==> src/rtl/bp_me_dev_router.sv <==
// bp_me_dev_router: steers IO commands to local devices or memory, merges responses in order.
// Ports: cmd_* (in), dev_* (per-channel out), dev_resp_* (in), resp_*/outstanding_o (out).
// Macro BP_DEV_ROUTER_ERR_RESP_EN: unmapped commands get an internal error response.
module bp_me_dev_router #(
  parameter int paddr_width_p     = 40,
  parameter int data_width_p      = 64,
  parameter int num_dev_p         = 5,
  parameter int max_outstanding_p = 4
) (
  input  logic                                    clk_i,
  input  logic                                    reset_n_i,
  input  logic                                    cmd_v_i,
  output logic                                    cmd_ready_o,
  input  logic [paddr_width_p-1:0]                cmd_addr_i,
  input  logic [data_width_p-1:0]                 cmd_data_i,
  input  logic                                    cmd_we_i,
  output logic [num_dev_p:0]                      dev_v_o,
  input  logic [num_dev_p:0]                      dev_ready_i,
  output logic [paddr_width_p-1:0]                dev_addr_o,
  output logic [data_width_p-1:0]                 dev_data_o,
  output logic                                    dev_we_o,
  input  logic [num_dev_p:0]                      dev_resp_v_i,
  output logic [num_dev_p:0]                      dev_resp_ready_o,
  input  logic [(num_dev_p+1)*data_width_p-1:0]   dev_resp_data_i,
  output logic                                    resp_v_o,
  input  logic                                    resp_ready_i,
  output logic [data_width_p-1:0]                 resp_data_o,
  output logic                                    resp_err_o,
  output logic [$clog2(max_outstanding_p+1)-1:0]  outstanding_o
);

  localparam int chan_lp  = num_dev_p + 1;
  localparam int tag_w_lp = $clog2(chan_lp + 1);
  localparam int ptr_w_lp = (max_outstanding_p > 1) ? $clog2(max_outstanding_p) : 1;
  localparam int cnt_w_lp = $clog2(max_outstanding_p + 1);

  typedef logic [tag_w_lp-1:0] tag_t;

  localparam tag_t err_tag_lp = tag_t'(chan_lp);
  localparam tag_t mem_tag_lp = tag_t'(num_dev_p);
`ifdef BP_DEV_ROUTER_ERR_RESP_EN
  localparam tag_t unmap_tag_lp = err_tag_lp;
`else
  localparam tag_t unmap_tag_lp = mem_tag_lp;
`endif

  typedef enum logic {E_EMPTY, E_HELD} state_e;

  state_e                    state_q, state_d;
  logic [paddr_width_p-1:0]  addr_q, addr_d;
  logic [data_width_p-1:0]   data_q, data_d;
  logic                      we_q, we_d;
  tag_t                      tag_q, tag_d;
  tag_t                      fifo_q [max_outstanding_p];
  tag_t                      fifo_d [max_outstanding_p];
  logic [ptr_w_lp-1:0]       wr_ptr_q, wr_ptr_d;
  logic [ptr_w_lp-1:0]       rd_ptr_q, rd_ptr_d;
  logic [cnt_w_lp-1:0]       cnt_q, cnt_d;

  logic [3:0] dec_id;
  logic       dec_mem;
  logic       dec_dev;
  tag_t       dec_tag;
  tag_t       head;
  logic       fifo_empty;
  logic       fifo_full;
  logic       head_err;
  logic       tag_err;
  logic       held;
  logic       pop;
  logic       room;
  logic       dispatch;
  logic       accept;

  function automatic logic [ptr_w_lp-1:0] ptr_inc(input logic [ptr_w_lp-1:0] p);
    return (p == ptr_w_lp'(max_outstanding_p - 1)) ? '0 : p + 1'b1;
  endfunction

  // Address decode of the incoming command.
  always_comb begin
    dec_id  = cmd_addr_i[23:20];
    dec_mem = |cmd_addr_i[paddr_width_p-1:31];
    dec_dev = ~|cmd_addr_i[paddr_width_p-1:24]
              && ({1'b0, dec_id} < 5'(num_dev_p));
    dec_tag = unmap_tag_lp;
    unique case (1'b1)
      dec_mem: dec_tag = mem_tag_lp;
      dec_dev: dec_tag = tag_t'(dec_id);
      default: dec_tag = unmap_tag_lp;
    endcase
  end

  always_comb begin
    fifo_empty = (cnt_q == '0);
    fifo_full  = (cnt_q == cnt_w_lp'(max_outstanding_p));
    head       = fifo_q[rd_ptr_q];
    head_err   = !fifo_empty && (head == err_tag_lp);

    // Response merge: only the channel at the FIFO head may complete.
    resp_v_o         = 1'b0;
    resp_data_o      = '0;
    dev_resp_ready_o = '0;
    if (head_err) begin
      resp_v_o = 1'b1;
    end else if (!fifo_empty) begin
      for (int k = 0; k < chan_lp; k++) begin
        if (head == tag_t'(k)) begin
          resp_v_o            = dev_resp_v_i[k];
          resp_data_o         = dev_resp_data_i[k*data_width_p +: data_width_p];
          dev_resp_ready_o[k] = resp_ready_i;
        end
      end
    end
    pop = resp_v_o & resp_ready_i;

    // A pop frees a slot in the same cycle, so a full FIFO never stalls a drain.
    held    = (state_q == E_HELD);
    room    = !fifo_full | pop;
    tag_err = (tag_q == err_tag_lp);
    dev_v_o = '0;
    for (int k = 0; k < chan_lp; k++) begin
      if (tag_q == tag_t'(k)) dev_v_o[k] = held & !tag_err & room;
    end
    dispatch    = held & room & (tag_err | (|(dev_v_o & dev_ready_i)));
    cmd_ready_o = !held | dispatch;
    accept      = cmd_v_i & cmd_ready_o;

    state_d = state_q;
    addr_d  = addr_q;
    data_d  = data_q;
    we_d    = we_q;
    tag_d   = tag_q;
    if (accept) begin
      state_d = E_HELD;
      addr_d  = cmd_addr_i;
      data_d  = cmd_data_i;
      we_d    = cmd_we_i;
      tag_d   = dec_tag;
    end else if (dispatch) begin
      state_d = E_EMPTY;
    end

    fifo_d   = fifo_q;
    wr_ptr_d = wr_ptr_q;
    rd_ptr_d = rd_ptr_q;
    if (dispatch) begin
      fifo_d[wr_ptr_q] = tag_q;
      wr_ptr_d         = ptr_inc(wr_ptr_q);
    end
    if (pop) rd_ptr_d = ptr_inc(rd_ptr_q);
    unique case ({dispatch, pop})
      2'b10:   cnt_d = cnt_q + 1'b1;
      2'b01:   cnt_d = cnt_q - 1'b1;
      default: cnt_d = cnt_q;
    endcase
  end

`ifdef BP_DEV_ROUTER_ERR_RESP_EN
  assign resp_err_o = head_err;
`else
  assign resp_err_o = 1'b0;
`endif

  assign dev_addr_o    = addr_q;
  assign dev_data_o    = data_q;
  assign dev_we_o      = we_q;
  assign outstanding_o = cnt_q;

  always_ff @(posedge clk_i) begin
    if (!reset_n_i) begin
      state_q  <= E_EMPTY;
      addr_q   <= '0;
      data_q   <= '0;
      we_q     <= 1'b0;
      tag_q    <= '0;
      fifo_q   <= '{default: '0};
      wr_ptr_q <= '0;
      rd_ptr_q <= '0;
      cnt_q    <= '0;
    end else begin
      state_q  <= state_d;
      addr_q   <= addr_d;
      data_q   <= data_d;
      we_q     <= we_d;
      tag_q    <= tag_d;
      fifo_q   <= fifo_d;
      wr_ptr_q <= wr_ptr_d;
      rd_ptr_q <= rd_ptr_d;
      cnt_q    <= cnt_d;
    end
  end

endmodule

==> config.mk <==
export PLATFORM = sky130hd
export DESIGN_NAME = bp_me_dev_router
export DESIGN_NICKNAME = d
export VERILOG_FILES = /design/src/rtl/bp_me_dev_router.sv
export SDC_FILE = /design/constraint.sdc
export NUM_CORES = 1
export LEC_CHECK = 0
export CORE_AREA = 2 2 268 270
export DETAILED_ROUTE_END_ITERATION = 8
export DIE_AREA = 0 0 270 272
export GPL_ROUTABILITY_DRIVEN = 0
export HOLD_SLACK_MARGIN = 0.15
export PLACE_DENSITY = 0.45
export SLEW_MARGIN = 5
export SYNTH_ARGS = -nofsm -noshare
export SYNTH_HDL_FRONTEND = slang
export SYNTH_SLANG_ARGS = --single-unit
export TNS_END_PERCENT = 30
==> constraint.sdc <==
create_clock -name clk_i -period 10.4 [get_ports clk_i]
set_clock_uncertainty 0.15 [all_clocks]
set_input_delay 1.56 -clock clk_i [delete_from_list [all_inputs] [get_ports clk_i]]
set_output_delay 1.56 -clock clk_i [all_outputs]
set_load 0.01 [all_outputs]
==> results by group, run 1 <==
Detailed routing
  – Initial drt markers: about 1.1k
  – DR vias/cell: about 4.2
  – Routed len/inst: around 25 µm
  – Post-route ant nets: 0
  – TritonRoute pass-1 iters: 7
  – DRC: 0
  – Routed vias: between 10k and 15k
  – Post-Route WL: around 64000 µm

Worst setup path
  – WP data arrival: between 4000 and 5000 ps
  – CP Class: flip-flop to primary output
  – Crit path required time: slightly below 9000 ps
  – Critical Path Fanout Max: 37
  – Crit. End Element: primary output
  – Critical Path Start Type: flip-flop

Logic synthesis
  – Post-Syn Instances: between 1k and 1.5k
  – Synth Flop Type: dfxtp_1
  – Synth area leader: dfxtp_1
  – Top cells by count, synth: 200 x nand2_1, 128 x dfxtp_1, 126 x a22oi_1, 106 x nand3_1, 87 x clkbuf_1
  – Post-Syn Area: ~0.0078 mm²
  – EDFF count, synth: 0
  – Top-count cell post-synth: nand2_1
  – Synth Area per Inst: between 7 and 8 µm²
  – Post-synthesis register bit count: 128
  – Cell variety after synth: approximately 50
  – Area share of the largest cell type after synthesis: 0.330
  – Post-synth ARST share: 0
  – Syn Nets: about 1.5k
  – Synth Warn #: 0
  – Register area share after synthesis: 0.330
  – Top post-synthesis cells by area: dfxtp_1 33%, a22oi_1 12%, nand2_1 9.7%, a22o_1 7.1%, nand3_1 6.8%

Global route
  – Total track usage: 0.166
  – Vias in the first global route: around 11k
  – Largest net degree at the start of global routing: approximately 220
  – Global-route wire length before repair: slightly below 90000 µm
  – Grt ovf: 0
  – Initial antenna violation count: 24

Min path
  – Worst hold path type: flip-flop to flip-flop

Clock tree
  – Later-pin clock latency in the skew report: 430 ps
  – Post-cts gate resize count: 0
  – H-tree levels: 4
  – CTS tree: built
  – Clock-pin slew on the worst setup and hold paths: approximately 60 ps
  – Sink Count: between 100 and 150
  – # Post-CTS Setup Buffers: 0
  – # hold bufs at CTS: 0
  – Clk root buf: clkbuf_16
  – Cts bufs inserted: 17
  – CTS max path bufs: 2

Timing
  – Peak Freq: 162 MHz
  – Worst-Margin Slew: 946 ps
  – RSZ-0062 raised after global routing: false
  – Final-report hold violation count: 0
  – Final Max Tran Viols: 0
  – Setup TNS: 0 ps
  – Fin worst setup slack: between 4000 and 5000 ps
  – Final setup fails: 0
  – Slew HR: 0.370
  – WHS: between 300 and 400 ps
  – Crit share post-route: 0.593
  – Crit path time final: between 6000 and 7000 ps

Cells and area
  – Area Overhead vs Synth: 108%
  – Final Non-Filler Cells: approximately 2.6k
  – Nets: 2151
  – Layout Cell Area excl Fill: 0.0162 mm²
  – Layout Utilization: 0.228
  – Layout cell share with drive strength beyond 1: 0.0363

Status
  – Status: finished, final reports clean

Placement
  – Port bufs: 690
  – DP HPWL: around 53000 µm
  – Placed inst area: 0.0155 mm²
  – Placed Cells: 2570
  – Dpl ws: ~4600 ps

Floorplanning
  – Die Y: between 200 and 300 µm
  – Die area: between 0.07 and 0.08 mm²
  – Boundary Pins: 692
  – Core ar.: around 0.071 mm²
  – Die W: about 270 µm
  – FP Rows: 98
  – Initial Util: 0.110

Power and ir drop
  – Peak supply drop: ~0.11 mV
  – PwrDens: 113 mW/mm²
  – Pleak: roughly 5.4 nW
  – Total power: ~1.8 mW

Flow run
  – Max Cap Viol: 0
power breakdown:
part           total, mW  switching (mW)  internal [mW]
Combinational      0.617           0.278          0.339
Sequential         0.548          0.0224          0.526
Clock              0.662           0.247          0.416
Total               1.83           0.547           1.28
cell families after synthesis:
family	synth area share
other cells	0.000483
flops	0.330
compound gates	0.334
xor+xnor	0.00226
simple gates	0.206
mux	0.0443
fa+ha+maj	0.0123
buf+inv	0.0703
final cells by class:
type / instances / area [µm²]
fillers: 7785 / 54600
inverters: 11 / 41.3
diodes: 2 / 5.00
flip-flops and latches: 128 / 2560
clock inverters: 12 / 181
clock buffers: 20 / 457
multi-input cells: 779 / 4710
repair buffers: 702 / 7010
well taps: 950 / 1190
per-layer routing:
| layer | track usage | wire length, µm |
|---|---|---|
| met3 | 0.0674 | 6530 |
| met2 | 0.285 | 30700 |
| met4 | 0.0370 | 1370 |
| met5 | 0 | 164 |
| met1 | 0.194 | 25600 |
sequential cells by signal, indices dropped and copies added, names as in the netlist:
register / cells
dev_data_o: 64
dev_addr_o: 40
fifo_q: 12
outstanding_o: 3
tag_q: 3
rd_ptr_q: 2
wr_ptr_q: 2
dev_we_o: 1
held: 1
worst max-delay path, stage by stage, from the launching register on:
cell and delay (ps):
dfxtp_1 560, mux4_2 730, nand2b_1 340, nor2_4 640, buf_4 530, a22oi_1 160
a31oi_1 410, clkdlybuf4s50_1 650
worst paths after layout:
| check | end | cells after the start | slack, ps | start |
|---|---|---|---|---|
| max | resp_data_o[53] | 7 | 4230 | rd_ptr_q[0] |
| min reg2reg | dev_data_o[59] | 2 | 300 | dev_data_o[59] |
| min | dev_data_o[59] | 2 | 300 | dev_data_o[59] |
| max reg2reg | outstanding_o[2] | 14 | 5600 | rd_ptr_q[0] |
cells in the final DEF (no fill, tap or decap), drive strengths merged, types with 2 or more instances in the layout:
| cell type | count |
|---|---|
| ha | 6 |
| nor4 | 6 |
| a21boi | 2 |
| and2 | 4 |
| a22o | 63 |
| clkbuf | 20 |
| mux4 | 5 |
| clkinv | 6 |
| nand2 | 200 |
| clkdlybuf4s50 | 689 |
| o311a | 2 |
| diode | 2 |
| nand2b | 8 |
| o211ai | 2 |
| nor3b | 2 |
| buf | 13 |
| mux2i | 22 |
| a31oi | 65 |
| or3 | 2 |
| a21oi | 4 |
| a22oi | 126 |
| nor3 | 13 |
| nand3 | 106 |
| dfxtp | 128 |
| inv | 12 |
| o21ai | 111 |
| bufinv | 4 |
| nor2 | 11 |
| or3b | 2 |
Power figures use the tool's default switching activity.
==> run 2: changes to the inputs <==
CORE_AREA = 2 2 269 271   (was 2 2 268 270)
DIE_AREA = 0 0 271 273   (was 0 0 270 272)
clock period = 6.3 ns   (was 10.4 ns; I/O delays follow)
==> run 2 against run 1 <==
Compared with the run above: clock power grew 75%; worst hold slack improved by 2.3 ps; global-route usage grew 0.57 points; non-clock buffer count grew 8; core utilization increased by 0.13 points; sequential share of layout area decreased by 0.14 points; clock-buffer cell count up 1; die area up 0.74%; register-to-register slack worse by 4100 ps; via count rose by 1.1%; final cell count is 0.58% higher.
==> results by group, run 2 (same netlist as run 1, synthesis figures left out) <==
Cells and area
  – Commonest non-fill, non-tap cell in the layout: clkdlybuf4s50_1 (unchanged)
  – Max reg flops: 64 (unchanged)
  – Most frequent cells in the layout: 689 x clkdlybuf4s50_1, 200 x nand2_1, 128 x dfxtp_1 (unchanged)
  – Nets: 2159 (was 2151)
  – Layout Cell Area excl Fill: 0.0163 mm² (was 0.0162 mm²)
  – Layout cell share with drive strength beyond 1: 0.0416 (was 0.0363)
  – Area Overhead vs Synth: 110% (was 108%)

Worst setup path
  – Crit path required time: 5200 ps (was 8690 ps)
  – Critical Path Start Type: flip-flop (unchanged)
  – Crit-path cells: mux4_2 > nand2b_1 > nor2_4 > buf_4 > a22oi_1 > a31oi_1 > clkdlybuf4s50_1 (unchanged)
  – Depth of the worst register-to-register path: 12 (was 14)
  – CP Class: flip-flop to primary output (unchanged)
  – Reg2Reg Setup Slack: 1470 ps (was 5600 ps)
  – Critical-path top delay cell: mux4_2 (unchanged)
  – Worst R2R End: outstanding_o[2] (unchanged)
  – Crit. End Element: primary output (unchanged)
  – Worst r2r src: rd_ptr_q[0] (unchanged)
  – Critical Path Fanout Max: 63 (was 37)
  – Largest stage delay on the critical path: 730 ps (about the same)
  – WP data arrival: 4320 ps (was 4460 ps)

Placement
  – Port bufs: 690 (unchanged)
  – Dpl ws: 1250 ps (was 4620 ps)
  – DP HPWL: 54600 µm (was 52900 µm)
  – Placed inst area: 0.0156 mm² (was 0.0155 mm²)

Timing
  – Peak Freq: 185 MHz
  – Final setup fails: 0 (unchanged)
  – Slew HR: 0.258 (was 0.370)
  – Fin worst setup slack: 885 ps (was 4230 ps)
  – RSZ-0062 raised after global routing: false (unchanged)
  – Crit share post-route: 0.860
  – Final Max Tran Viols: 0 (unchanged)
  – Worst-Margin Slew: 1110 ps (was 946 ps)
  – WHS: 306 ps (was 304 ps)
  – Crit path time final: 5420 ps
  – Setup TNS: 0 ps (unchanged)
  – Final-report hold violation count: 0 (unchanged)

Power and ir drop
  – Share of power burned in registers: 0.295 (was 0.300)
  – Internal: 2.18 mW (was 1.28 mW)
  – Switch share: 0.291 (was 0.299)
  – Combinational Power Share: 0.329 (was 0.338)
  – PwrDens: 189 mW/mm² (was 113 mW/mm²)
  – Clock Power Share: 0.377 (was 0.362)
  – Pleak: 5.49 nW (was 5.43 nW)
  – Switch Pwr: 896 µW (was 547 µW)
  – Peak supply drop: 0.187 mV (was 0.111 mV)

Clock tree
  – H-tree levels: 4 (unchanged)
  – # Post-CTS Setup Buffers: 0 (unchanged)
  – Post-cts gate resize count: 0 (unchanged)
  – Later-pin clock latency in the skew report: 450 ps (was 430 ps)
  – Clk root buf: clkbuf_16 (unchanged)
  – CTS max path bufs: 2 (unchanged)
  – Clock-pin slew on the worst setup and hold paths: 60 ps (about the same)
  – CTS tree: built (unchanged)
  – # hold bufs at CTS: 0 (unchanged)
  – Sink Count: 128 (unchanged)
  – Cts bufs inserted: 17 (unchanged)

Detailed routing
  – TritonRoute pass-1 iters: 6 (was 7)
  – Post-route ant nets: 0 (unchanged)
  – Post-Route WL: 66300 µm (was 64300 µm)
  – Routed len/inst: 25.3 µm (was 24.7 µm)
  – Initial drt markers: 869 (was 1096)
  – Routed vias: 11.0k (was 10.9k)
  – DR vias/cell: 4.20 (was 4.18)
  – DRC: 0 (unchanged)

Floorplanning
  – Die Y: 273 µm (was 272 µm)
  – Initial Util: 0.109 (was 0.110)
  – Die area: 0.0740 mm² (was 0.0734 mm²)
  – Boundary Pins: 692 (unchanged)
  – Core ar.: 0.0710 mm² (was 0.0708 mm²)
  – FP Rows: 98 (unchanged)
  – Die W: 271 µm (was 270 µm)

Global route
  – Largest net degree at the start of global routing: 162 (was 217)
  – Vias in the first global route: 11.0k (was 10.7k)
  – Total track usage: 0.172 (was 0.166)
  – Initial antenna violation count: 46 (was 24)
  – Grt ovf: 0 (unchanged)
  – Global-route wire length before repair: 89200 µm (was 86500 µm)

Min path
  – Worst hold path type: flip-flop to flip-flop (unchanged)
  – Worst Hold Launch: dev_addr_o[33] (was dev_data_o[59])
  – Hold path depth: 2 (unchanged)
  – Hold EP: dev_addr_o[33] (was dev_data_o[59])

Flow run
  – Max Cap Viol: 0 (unchanged)

Status
  – Status: finished, final reports clean (unchanged)
## run 2: cell count changes in the layout (fill, tap and decap cells not counted), sizes merged
| cell | delta |
|---|---|
| diode | +7 |
| buf | +8 |
| clkinv | -3 |
| clkbuf | +1 |
| clkinvlp | +1 |
| bufinv | +1 |
## run 2: area by class of cell
| class | count | area (µm²) |
|---|---|---|
| well taps | 950 | 1190 |
| diodes | 9 | 22.5 |
| multi-input cells | 779 | 4710 |
| fillers | 7760 | 54700 |
| clock buffers | 21 | 480 |
| inverters | 11 | 41.3 |
| repair buffers | 710 | 7100 |
| flip-flops and latches | 128 | 2560 |
| clock inverters | 11 | 200 |
## run 2: worst max-delay path by stage
| stage | from | to | depth (start not counted) |
|---|---|---|---|
| CTS | rd_ptr_q[0] | resp_data_o[28] | 7 |
| floorplan | rd_ptr_q[0] | outstanding_o[2] | 15 |
| global placement | rd_ptr_q[0] | resp_data_o[27] | 7 |
| detailed placement | rd_ptr_q[0] | resp_data_o[28] | 7 |
| global route | rd_ptr_q[0] | cmd_ready_o | 6 |
| finish | rd_ptr_q[0] | resp_data_o[28] | 7 |
## run 2: per-stage QoR
step	instances	total power [mW]	util
5_1_grt	2615	3.22	0.229
2_1_floorplan	1030	1.24	-
3_5_place_dp	2578	1.94	0.220
4_1_cts	2610	3.13	0.229
3_3_place_gp	2578	1.94	0.220
6_report	2619	3.08	0.230
## run 2: worst max-delay path, delay by kind of cell (launching register included)
kind	cells	cell delay (ps)
buffers and inverters	2	1350
AOI/OAI and AO/OA	2	740
muxes	1	730
DFF	1	550
and+or+nand+nor	2	420
## run 2: power groups by stage
stage               registers [mW]  clock network, mW  logic, mW
finish                       0.906               1.16       1.01
global route                 0.914               1.24       1.07
CTS                          0.907               1.20       1.02
detailed placement           0.923                  0       1.01
global placement             0.920                  0       1.02
floorplan                    0.940                  0      0.305
## run 2: metal layers
metal | up-vias | GRT usage | wire [µm] | part of all wire
li1 | 5080 | - | - | -
met1 | 5077 | 0.185 | 24600 | 0.37
met2 | 683 | 0.287 | 31100 | 0.47
met3 | 118 | 0.0950 | 8670 | 0.13
met5 | - | 0 | 280 | 0.0042
met4 | 44 | 0.0542 | 1640 | 0.025
